<file path="config.mk">
export PLATFORM = sky130hd
export DESIGN_NAME = sn76489_write_sched
export DESIGN_NICKNAME = d
export VERILOG_FILES = /design/src/rtl/sn76489_ctrl_pkg.sv /design/src/rtl/sn76489_rr_arbiter.sv /design/src/rtl/sn76489_write_sched.sv
export SDC_FILE = /design/constraint.sdc
export NUM_CORES = 1
export LEC_CHECK = 0
export BUFFER_PORTS_ARGS = -buffer_cell sky130_fd_sc_hd__buf_2
export CELL_PAD_IN_SITES_DETAIL_PLACEMENT = 1
export CELL_PAD_IN_SITES_GLOBAL_PLACEMENT = 2
export CORE_AREA = 2 2 120 93
export CTS_BUF_LIST = sky130_fd_sc_hd__clkbuf_16
export CTS_CLUSTER_SIZE = 16
export DETAILED_ROUTE_END_ITERATION = 8
export DIE_AREA = 0 0 122 95
export PLACE_DENSITY = 0.71
export SETUP_SLACK_MARGIN = 0.15
export SLEW_MARGIN = 20
export SYNTH_ARGS = -nofsm -noshare
export SYNTH_HDL_FRONTEND = slang
export SYNTH_SLANG_ARGS = --single-unit
</file>
<file path="constraint.sdc">
create_clock -name clock_i -period 2.9 [get_ports clock_i]
set_input_delay 0.435 -clock clock_i [delete_from_list [all_inputs] [get_ports clock_i]]
set_output_delay 0.435 -clock clock_i [all_outputs]
set_load 0.05 [all_outputs]
</file>
<file path="src/rtl/sn76489_ctrl_pkg.sv">
// Shared constants, payload type and byte-formatting helpers for the SN76489 write scheduler.
package sn76489_ctrl_pkg;

    localparam logic [1:0] ST_IDLE = 2'd0;
    localparam logic [1:0] ST_ARM  = 2'd1;
    localparam logic [1:0] ST_WAIT = 2'd2;
    localparam logic [1:0] ST_GAP  = 2'd3;

    localparam logic [2:0] REG_TONE1_FREQ  = 3'd0;
    localparam logic [2:0] REG_TONE1_ATTEN = 3'd1;
    localparam logic [2:0] REG_TONE2_FREQ  = 3'd2;
    localparam logic [2:0] REG_TONE2_ATTEN = 3'd3;
    localparam logic [2:0] REG_TONE3_FREQ  = 3'd4;
    localparam logic [2:0] REG_TONE3_ATTEN = 3'd5;
    localparam logic [2:0] REG_NOISE_CTRL  = 3'd6;
    localparam logic [2:0] REG_NOISE_ATTEN = 3'd7;

    typedef struct packed {
        logic [2:0] rsel;
        logic [9:0] val;
    } wr_req_t;

    function automatic logic is_freq(input logic [2:0] rsel);
        logic f;
        f = 1'b0;
        case (rsel)
            REG_TONE1_FREQ, REG_TONE2_FREQ, REG_TONE3_FREQ: f = 1'b1;
            REG_TONE1_ATTEN, REG_TONE2_ATTEN, REG_TONE3_ATTEN,
            REG_NOISE_CTRL, REG_NOISE_ATTEN: f = 1'b0;
            default: f = 1'b0;
        endcase
        return f;
    endfunction

    // Noise control carries only a 3-bit mode; bit 3 of the nibble is forced low.
    function automatic logic [7:0] latch_byte(input logic [2:0] rsel, input logic [9:0] val);
        if (rsel == REG_NOISE_CTRL)
            return {1'b1, rsel, 1'b0, val[2:0]};
        return {1'b1, rsel, val[3:0]};
    endfunction

    function automatic logic [7:0] data_byte(input logic [9:0] val);
        return {2'b00, val[9:4]};
    endfunction

endpackage

</file>
<file path="src/rtl/sn76489_rr_arbiter.sv">
// Round-robin arbiter: combinational one-hot pick starting at a registered priority pointer.
module sn76489_rr_arbiter #(
    parameter int unsigned NUM_REQ = 4
) (
    input  logic               clock_i,
    input  logic               reset_i,
    input  logic [NUM_REQ-1:0] req,
    input  logic               en,
    output logic [NUM_REQ-1:0] gnt_c
);

    localparam int unsigned PTR_W = (NUM_REQ > 1) ? $clog2(NUM_REQ) : 1;

    logic [PTR_W-1:0] ptr_q;
    logic [PTR_W-1:0] ptr_d;

    always_comb begin
        int unsigned idx;
        logic        found;
        gnt_c = '0;
        ptr_d = ptr_q;
        found = 1'b0;
        idx   = 0;
        for (int unsigned i = 0; i < NUM_REQ; i++) begin
            idx = 32'(ptr_q) + i;
            if (idx >= NUM_REQ)
                idx = idx - NUM_REQ;
            if (!found && req[idx[PTR_W-1:0]]) begin
                found                  = 1'b1;
                gnt_c[idx[PTR_W-1:0]]  = 1'b1;
                ptr_d                  = (idx == NUM_REQ - 1) ? '0 : PTR_W'(idx + 1);
            end
        end
        if (!en) begin
            gnt_c = '0;
            ptr_d = ptr_q;
        end
    end

    always_ff @(posedge clock_i) begin
        if (reset_i)
            ptr_q <= '0;
        else
            ptr_q <= ptr_d;
    end

endmodule

</file>
<file path="src/rtl/sn76489_write_sched.sv">
// Shares the SN76489 CPU write port between requesters: arbitrates, formats latch/data bytes
// and runs the ce_n/we_n/ready handshake one byte at a time with a ready timeout.
module sn76489_write_sched
    import sn76489_ctrl_pkg::*;
#(
    parameter int unsigned NUM_REQ        = 4,
    parameter int unsigned ARM_CYCLES     = 2,
    parameter int unsigned GAP_CYCLES     = 1,
    parameter int unsigned TIMEOUT_CYCLES = 256
) (
    input  logic                  clock_i,
    input  logic                  reset_i,
    input  logic [NUM_REQ-1:0]    req_i,
    input  logic [3*NUM_REQ-1:0]  reg_i,
    input  logic [10*NUM_REQ-1:0] val_i,
    output logic [NUM_REQ-1:0]    gnt_o,
    output logic                  busy_o,
    output logic                  done_o,
    output logic                  timeout_o,
    output logic                  ce_n_o,
    output logic                  we_n_o,
    output logic [7:0]            d_o,
    input  logic                  ready_i
);

    localparam int unsigned TO_W  = $clog2(TIMEOUT_CYCLES) + 1;
    localparam int unsigned GAP_W = $clog2(GAP_CYCLES) + 1;

    logic [1:0]         state_q, state_d;
    logic [TO_W-1:0]    to_cnt_q, to_cnt_d;
    logic [GAP_W-1:0]   gap_cnt_q, gap_cnt_d;
    logic [9:0]         val_q, val_d;
    logic               second_q, second_d;
    logic               abort_q, abort_d;
    logic [7:0]         byte_d;
    logic [NUM_REQ-1:0] gnt_d;
    logic               done_d;
    logic               timeout_d;
    logic               strobe_n_d;
    logic [NUM_REQ-1:0] arb_gnt_c;
    logic               arb_en_c;
    wr_req_t            pick_c;

    assign arb_en_c = (state_q == ST_IDLE);

    sn76489_rr_arbiter #(
        .NUM_REQ(NUM_REQ)
    ) u_arb (
        .clock_i(clock_i),
        .reset_i(reset_i),
        .req    (req_i),
        .en     (arb_en_c),
        .gnt_c  (arb_gnt_c)
    );

    // Payload of the requester the arbiter picked this cycle.
    always_comb begin
        pick_c = '0;
        for (int unsigned k = 0; k < NUM_REQ; k++) begin
            if (arb_gnt_c[k])
                pick_c = {reg_i[3*k +: 3], val_i[10*k +: 10]};
        end
    end

    // Next-state and next-output logic; the timeout counter runs from ARM entry until ready.
    always_comb begin
        state_d   = state_q;
        to_cnt_d  = to_cnt_q;
        gap_cnt_d = gap_cnt_q;
        val_d     = val_q;
        second_d  = second_q;
        abort_d   = abort_q;
        byte_d    = d_o;
        gnt_d     = '0;
        done_d    = 1'b0;
        timeout_d = timeout_o;
        case (state_q)
            ST_IDLE: begin
                if (|req_i) begin
                    gnt_d    = arb_gnt_c;
                    val_d    = pick_c.val;
                    byte_d   = latch_byte(pick_c.rsel, pick_c.val);
                    second_d = is_freq(pick_c.rsel);
                    abort_d  = 1'b0;
                    to_cnt_d = '0;
                    state_d  = ST_ARM;
                end
            end
            ST_ARM: begin
                to_cnt_d = to_cnt_q + TO_W'(1);
                if (to_cnt_q >= TO_W'(ARM_CYCLES - 1))
                    state_d = ST_WAIT;
            end
            ST_WAIT: begin
                to_cnt_d = to_cnt_q + TO_W'(1);
                if (ready_i) begin
                    gap_cnt_d = '0;
                    state_d   = ST_GAP;
                end else if (to_cnt_q >= TO_W'(TIMEOUT_CYCLES - 1)) begin
                    timeout_d = 1'b1;
                    second_d  = 1'b0;
                    abort_d   = 1'b1;
                    gap_cnt_d = '0;
                    state_d   = ST_GAP;
                end
            end
            ST_GAP: begin
                gap_cnt_d = gap_cnt_q + GAP_W'(1);
                if (gap_cnt_q >= GAP_W'(GAP_CYCLES - 1)) begin
                    if (second_q) begin
                        byte_d   = data_byte(val_q);
                        second_d = 1'b0;
                        to_cnt_d = '0;
                        state_d  = ST_ARM;
                    end else begin
                        done_d  = !abort_q;
                        state_d = ST_IDLE;
                    end
                end
            end
            default: state_d = ST_IDLE;
        endcase
        strobe_n_d = !((state_d == ST_ARM) || (state_d == ST_WAIT));
    end

    always_ff @(posedge clock_i) begin
        if (reset_i) begin
            state_q   <= ST_IDLE;
            to_cnt_q  <= '0;
            gap_cnt_q <= '0;
            val_q     <= '0;
            second_q  <= 1'b0;
            abort_q   <= 1'b0;
            d_o       <= 8'h00;
            gnt_o     <= '0;
            busy_o    <= 1'b0;
            done_o    <= 1'b0;
            timeout_o <= 1'b0;
            ce_n_o    <= 1'b1;
            we_n_o    <= 1'b1;
        end else begin
            state_q   <= state_d;
            to_cnt_q  <= to_cnt_d;
            gap_cnt_q <= gap_cnt_d;
            val_q     <= val_d;
            second_q  <= second_d;
            abort_q   <= abort_d;
            d_o       <= byte_d;
            gnt_o     <= gnt_d;
            busy_o    <= (state_d != ST_IDLE);
            done_o    <= done_d;
            timeout_o <= timeout_d;
            ce_n_o    <= strobe_n_d;
            we_n_o    <= strobe_n_d;
        end
    end

endmodule

</file>
## After elaboration in Yosys (flattened, before gate mapping)

Memories as Yosys holds them, arrays and structs flattened.
Index checks and enable logic that the tools add are counted.

- Register bits: 42
- Input port bits: 59
- Output and inout bits: 17
- Logic and storage cells: 169
- Memories: 1
- Bits in read-only memories: 8

- Add/subtract/negate cells: 13
- Muxes and demuxes: 71
- Equality and inequality tests: 16
- Reduce and logical (&&, ||, !) cells: 32
- Bitwise operators: 8
- Order comparisons: 15

Memory list:

| name | words | bits a word | read ports | clocked after memory_dff | wr ports | RTL line | text |
|---|---|---|---|---|---|---|---|
| (name not given) | 8 | 1 | 1 | 0 | 0 | sn76489_ctrl_pkg.sv:26 | `case (rsel)` |

Operator list:

| kind | number |
|---|---|
| 32-bit by 2-bit == test with 1-bit output, second input constant | 4 |
| 32-bit 2-to-1 mux | 4 |
| 32-bit by 3-bit >= comparator with 1-bit output, second input constant | 3 |
| 32-bit by 3-bit subtractor with 32-bit output, second input constant | 3 |
| 13-bit 2-to-1 mux | 4 |
| 8-bit 2-to-1 mux | 5 |
| 9-bit 2-to-1 mux | 3 |
| 9-bit one-hot mux with 3 select lines | 1 |
| 2-bit 2-to-1 mux | 13 |
| 1-bit 2-to-1 mux | 23 |
| 4-bit 2-to-1 mux | 5 |
| 8-bit one-hot mux with 2 select lines | 1 |
| 2-bit by 3-bit less-than comparator with 1-bit output, second input constant | 4 |
| 4-bit OR | 3 |
| 2-bit != test, second input constant | 5 |
| 9-bit by 1-bit adder with 9-bit output, second input constant | 1 |
| 9-bit by 1-bit >= comparator with 1-bit output, second input constant | 1 |
| 9-bit by 8-bit >= comparator with 1-bit output, second input constant | 1 |
| 2-bit by 1-bit adder with 2-bit output, second input constant | 4 |
| 1-bit binary-select mux with 2-bit select | 4 |
| 1-bit demux with 2-bit select | 4 |
| 2-bit by 1-bit >= comparator with 1-bit output, second input constant | 4 |
| 2-bit one-hot mux with 4 select lines | 1 |
| 4-bit AND reduction | 2 |
| 26 further kinds | 52 |

## Longest topological paths before layout

- Depth in word-level cells: 26
- Depth in mapped cells: 13
- Depth with buffers taken out: 11

## Cells and area by module

Synthesis repeated with hierarchy kept, for this count alone.

- Cell total of the unflattened synthesis: 312
- Area total of the unflattened synthesis: 2,657.5 µm²

Modules (own cells, without submodules):

| module | instances | cells each | sequential area each (µm²) | area each (µm²) |
|---|---|---|---|---|
| sn76489_write_sched | 1 | 255 | 700.7 | 2,143.3 |
| sn76489_rr_arbiter | 1 | 57 | 40.0 | 514.2 |

## Worst setup path after synthesis

No wires, ideal clock.

- Path type: flip-flop to flip-flop
- Start point: register u_arb.ptr_q[0]
- End point: register d_o[3]
- Data required time: 2,767 ps
- Library setup time: 133 ps
- Path buffers: 2
- Slack: -260 ps
- Stages on the path, launching flop included: 13
- Clock period less this slack: 3,160 ps
- Arrival time: 3,026 ps
- Path through: dfxtp_1 -> buf_6 -> inv_1 -> ha_1 -> buf_2 -> mux2_2 -> and3_1 -> a2111oi_2 -> o21ai_2 -> a311o_1 -> o221ai_1 -> and4_1 -> nor4_2

- Word-level cells in the longest chain between the ends: 26
- Elaborated cells on any way between the ends: 71
- Classes of those cells: 7 x add/sub; 12 x order compare; 1 x eq/ne; 38 x mux; 3 x bitwise; 10 x reduce/logical

Ends and longest elaborated chain:

| element | RTL line | text |
|---|---|---|
| from (decl) | sn76489_rr_arbiter.sv:14 | `logic [PTR_W-1:0] ptr_q;` |
| from (signal assigned) | sn76489_rr_arbiter.sv:44 | `ptr_q <= ptr_d;` |
| branches (longest 13 deep; another with 32-bit by 3-bit subtractor with 32-bit output) | n/a |  |
| 4-bit 2-to-1 mux * | sn76489_rr_arbiter.sv:28 | `if (!found && req[idx[PTR_W-1:0]]) begin` |
| 4-bit 2-to-1 mux * | sn76489_rr_arbiter.sv:34 | `if (!en) begin` |
| 13-bit 2-to-1 mux (3 in a row) | sn76489_write_sched.sv:60 | `if (arb_gnt_c[k])` |
| 13-bit 2-to-1 mux * | sn76489_write_sched.sv:60 |  |
| 3-bit == test | sn76489_ctrl_pkg.sv:37 | `if (rsel == REG_NOISE_CTRL)` |
| 1-bit 2-to-1 mux | sn76489_ctrl_pkg.sv:37 |  |
| 1-bit 2-to-1 mux | sn76489_write_sched.sv:79 | `if (\|req_i) begin` |
| 1-bit 2-to-1 mux | sn76489_write_sched.sv:77 | `case (state_q)` |
| 8-bit 2-to-1 mux * | sn76489_ctrl_pkg.sv:39 | `return {1'b1, rsel, val[3:0]};` |
| 8-bit 2-to-1 mux * | sn76489_write_sched.sv:79 |  |
| 8-bit one-hot mux with 2 select lines * | sn76489_write_sched.sv:77 |  |
| to (signal assigned) | sn76489_write_sched.sv:148 | `d_o <= byte_d;` |
| to (decl) | sn76489_write_sched.sv:22 | `output logic [7:0] d_o,` |

Every way passes the cells marked *. The select of a mux whose other input is x is not followed.
A chain may end at the register's enable or synchronous reset.

## Worst setup path after layout

Ends and elaborated chain as after synthesis.

==> impl_metrics.json <==
{
  "portBuffers": 75,
  "dr.first_iter.drc_count": 111,
  "cp-end-kind": "flip-flop",
  "critPathKind": "reg2reg",
  "r2r_cells": 14,
  "worst_setup_path_start_kind": "flip-flop",
  "power.density_nw_per_um2": 1100,
  "die-width_um": 122,
  "worstPathArrival_ns": 3.06,
  "yosysSeqAreaShare_pct": 27.1,
  "clock_sinks": 37,
  "nets": 510,
  "syn_to_final_growth_pct": 43.4,
  "grt_pass1_wl_um": 16500,
  "grt_overflow": 0,
  "hpwl_um": 7710,
  "routabilityCongestion": 0.815,
  "cts_root_buf": "clkbuf_16",
  "final_common_cell": "buf_2",
  "die_h_um": 95,
  "syn_area_um2": 2730,
  "wl_um": 10600,
  "fp.dieArea_um2": 11600,
  "rr_startpoint": "u_arb.ptr_q[0]",
  "synth_compound_gate_area_share_pct": 27.3,
  "cts_buffers": 5,
  "synth-simple-area-share_pct": 22.8,
  "synth_cell_types": 66,
  "syn-num-nets": 395,
  "setup_violations": 1,
  "ios": 76,
  "clock_path_buffers": 2,
  "fmax_ghz": 0.343,
  "p_leak_nw": 1.67,
  "grt_pass1_vias": 3102,
  "yosysWarningCount": 0,
  "ctsHoldBuffers": 0,
  "grt_max_degree": 25,
  "diodes": 0,
  "synth_xor_area_share_pct": 2.57,
  "synth_adder_area_share_pct": 6.41,
  "fin_tns_setup_ns": -0.0124,
  "async_flop_share_pct": 0,
  "whs_path_depth": 1,
  "row_count": 33,
  "slew_viol_final": 0,
  "path_clk_slew_ns": 0.06,
  "hold_path.class": "reg2reg",
  "fin_ws_ns": -0.0124,
  "drive_gt1_share_pct": 42.1,
  "startpoint": "u_arb.ptr_q[0]",
  "rsz0062_at_grt": "yes",
  "critPathRequiredTime_ns": 3.04,
  "layout.cells.most_common_list": "buf_2, buf_4, nor2_1",
  "coreArea_um2": 10500,
  "maxCapViolCount": 0,
  "cts_tree": "done",
  "grt_usage_pct": 18.2,
  "wire_per_inst_um": 18.3,
  "start_util_pct": 25.9,
  "fin_util_pct": 37.2,
  "status": "finished with violations",
  "nFillCells": 1252,
  "ant_nets": 0,
  "use_met1_pct": 25.2,
  "slew_headroom_pct": 55.7,
  "synth_cells": 322,
  "first_pass_iters": 4,
  "muxShareOfSynthArea_pct": 8.11,
  "cp_max_fo": 7,
  "hold_violations": 0,
  "tightest_slew_ns": 0.660,
  "viasPerCell": 5.15,
  "post-route-min-period_ns": 2.91,
  "clk_latency_ns": 0.28,
  "cts_max_level": 2,
  "peakVddDrop_mv": 0.299,
  "avgSynthCellArea_um2": 8.48,
  "dr_total_vias": 2971,
  "busiest_layer": "met2",
  "drc": 0,
  "period_share_pct": 100,
  "synth-seq-cells": 37,
  "ff2ff_setup_slack_ns": -0.01,
  "failed_checks": "negative setup slack",
  "synth-edff-count": 0,
  "synth_top_family_by_area": "compound AO/OA/AOI/OAI gates",
  "use_met2_pct": 30.0,
  "use_met3_pct": 3.74,
  "antenna_found_initial": 0,
  "min_from": "abort_q",
  "finalClockSkew_ns": 0.00884,
  "synth_top_flop_cell": "dfxtp_1"
}
==> synth_stat cells (8+ instances only) <==
master,number,area [um^2]
nor2_1,41,154
dfxtp_1,37,741
o21ai_0,22,110
a21oi_1,18,90.1
nand2_1,18,67.6
ha_1,14,175
clkbuf_1,10,37.5
inv_1,9,33.8
nor3_1,9,45.0
nand3_1,8,40.0
o21ai_1,8,40.0
==> routing by layer <==
layer	part of all wire (%)	wire length [um]
met3	5.2	546
met5	0	0
met1	48	5090
met2	46	4860
met4	0.75	79
==> kinds of logic (layout without fill, tap and decap cells) <==
family / Yosys count / after routing
buffers and inverters: 30 / 144
DFF: 37 / 37
AOI/OAI and AO/OA: 101 / 101
adders and majority gates: 14 / 14
and+or+nand+nor: 116 / 117
xor gates and xnor gates: 8 / 8
muxes: 16 / 16
==> registers in the layout, summed over array words and instances, names as in the netlist <==
| register | cells |
|---|---|
| d_o | 8 |
| busy_o | 1 |
| val_q | 6 |
| abort_q | 1 |
| we_n_o | 1 |
| done_o | 1 |
| u_arb.ptr_q | 2 |
| to_cnt_q | 9 |
| second_q | 1 |
| state_q | 2 |
| timeout_o | 1 |
| gnt_o | 4 |
==> per-stage QoR <==
step                      cells  hold slack (ns)  cell area [um^2]  power [mW]  setup slack, ns
after floorplan             322            0.399              2780        2.46          -0.0100
after global placement      553            0.429              3480        3.18          -0.0282
final                       577            0.436              3920        4.32          -0.0124
after global routing        577            0.474              3920        4.59           -0.122
after CTS                   569            0.438              3760        4.01           0.0432
after detailed placement    553            0.425              3480        3.23          -0.0360
==> power breakdown <==
group	internal (mW)	leakage, nW	switching [mW]	total (mW)
combinational	1.44	1.31	1.67	3.11
sequential	0.625	0.304	0.0677	0.693
clock	0.310	0.0633	0.206	0.517
==> final timing paths <==
path | endpoint
hold / removal | done_o
setup / recovery | d_o[3]
setup reg to reg | d_o[3]
hold reg to reg | done_o
==> cell type report <==
cell class | count | area [um^2] | area share, %
clock buffer | 5 | 125 | 3.19
clock inverter | 2 | 11.3 | 0.287
inverter | 10 | 41.3 | 1.05
multi-input combinational | 256 | 2030 | 51.9
sequential | 37 | 744 | 19.0
tap | 140 | 175 | 4.47
timing repair buffer | 127 | 788 | 20.1
==> timing repair <==
item                                    in CTS  in global routing
gates cloned                                 0                  1
gates resized for setup                     20                 17
pin swaps                                   20                  9
endpoints found under the setup margin      14                 14
setup buffers                                9                  7
==> worst max-delay path, cell delays in order, from the launching register on <==
cell and delay [ns]:
dfxtp_4 0.37, clkinvlp_4 0.11, ha_4 0.33, mux2_2 0.36, mux2i_2 0.20, buf_4 0.17, a2111oi_4 0.06, buf_4 0.17
o21ai_4 0.25, buf_4 0.17, nor3_2 0.03, a211oi_2 0.17, buf_4 0.15, and4_1 0.20, nor4_2 0.04
(Power assumes the default switching activity.)
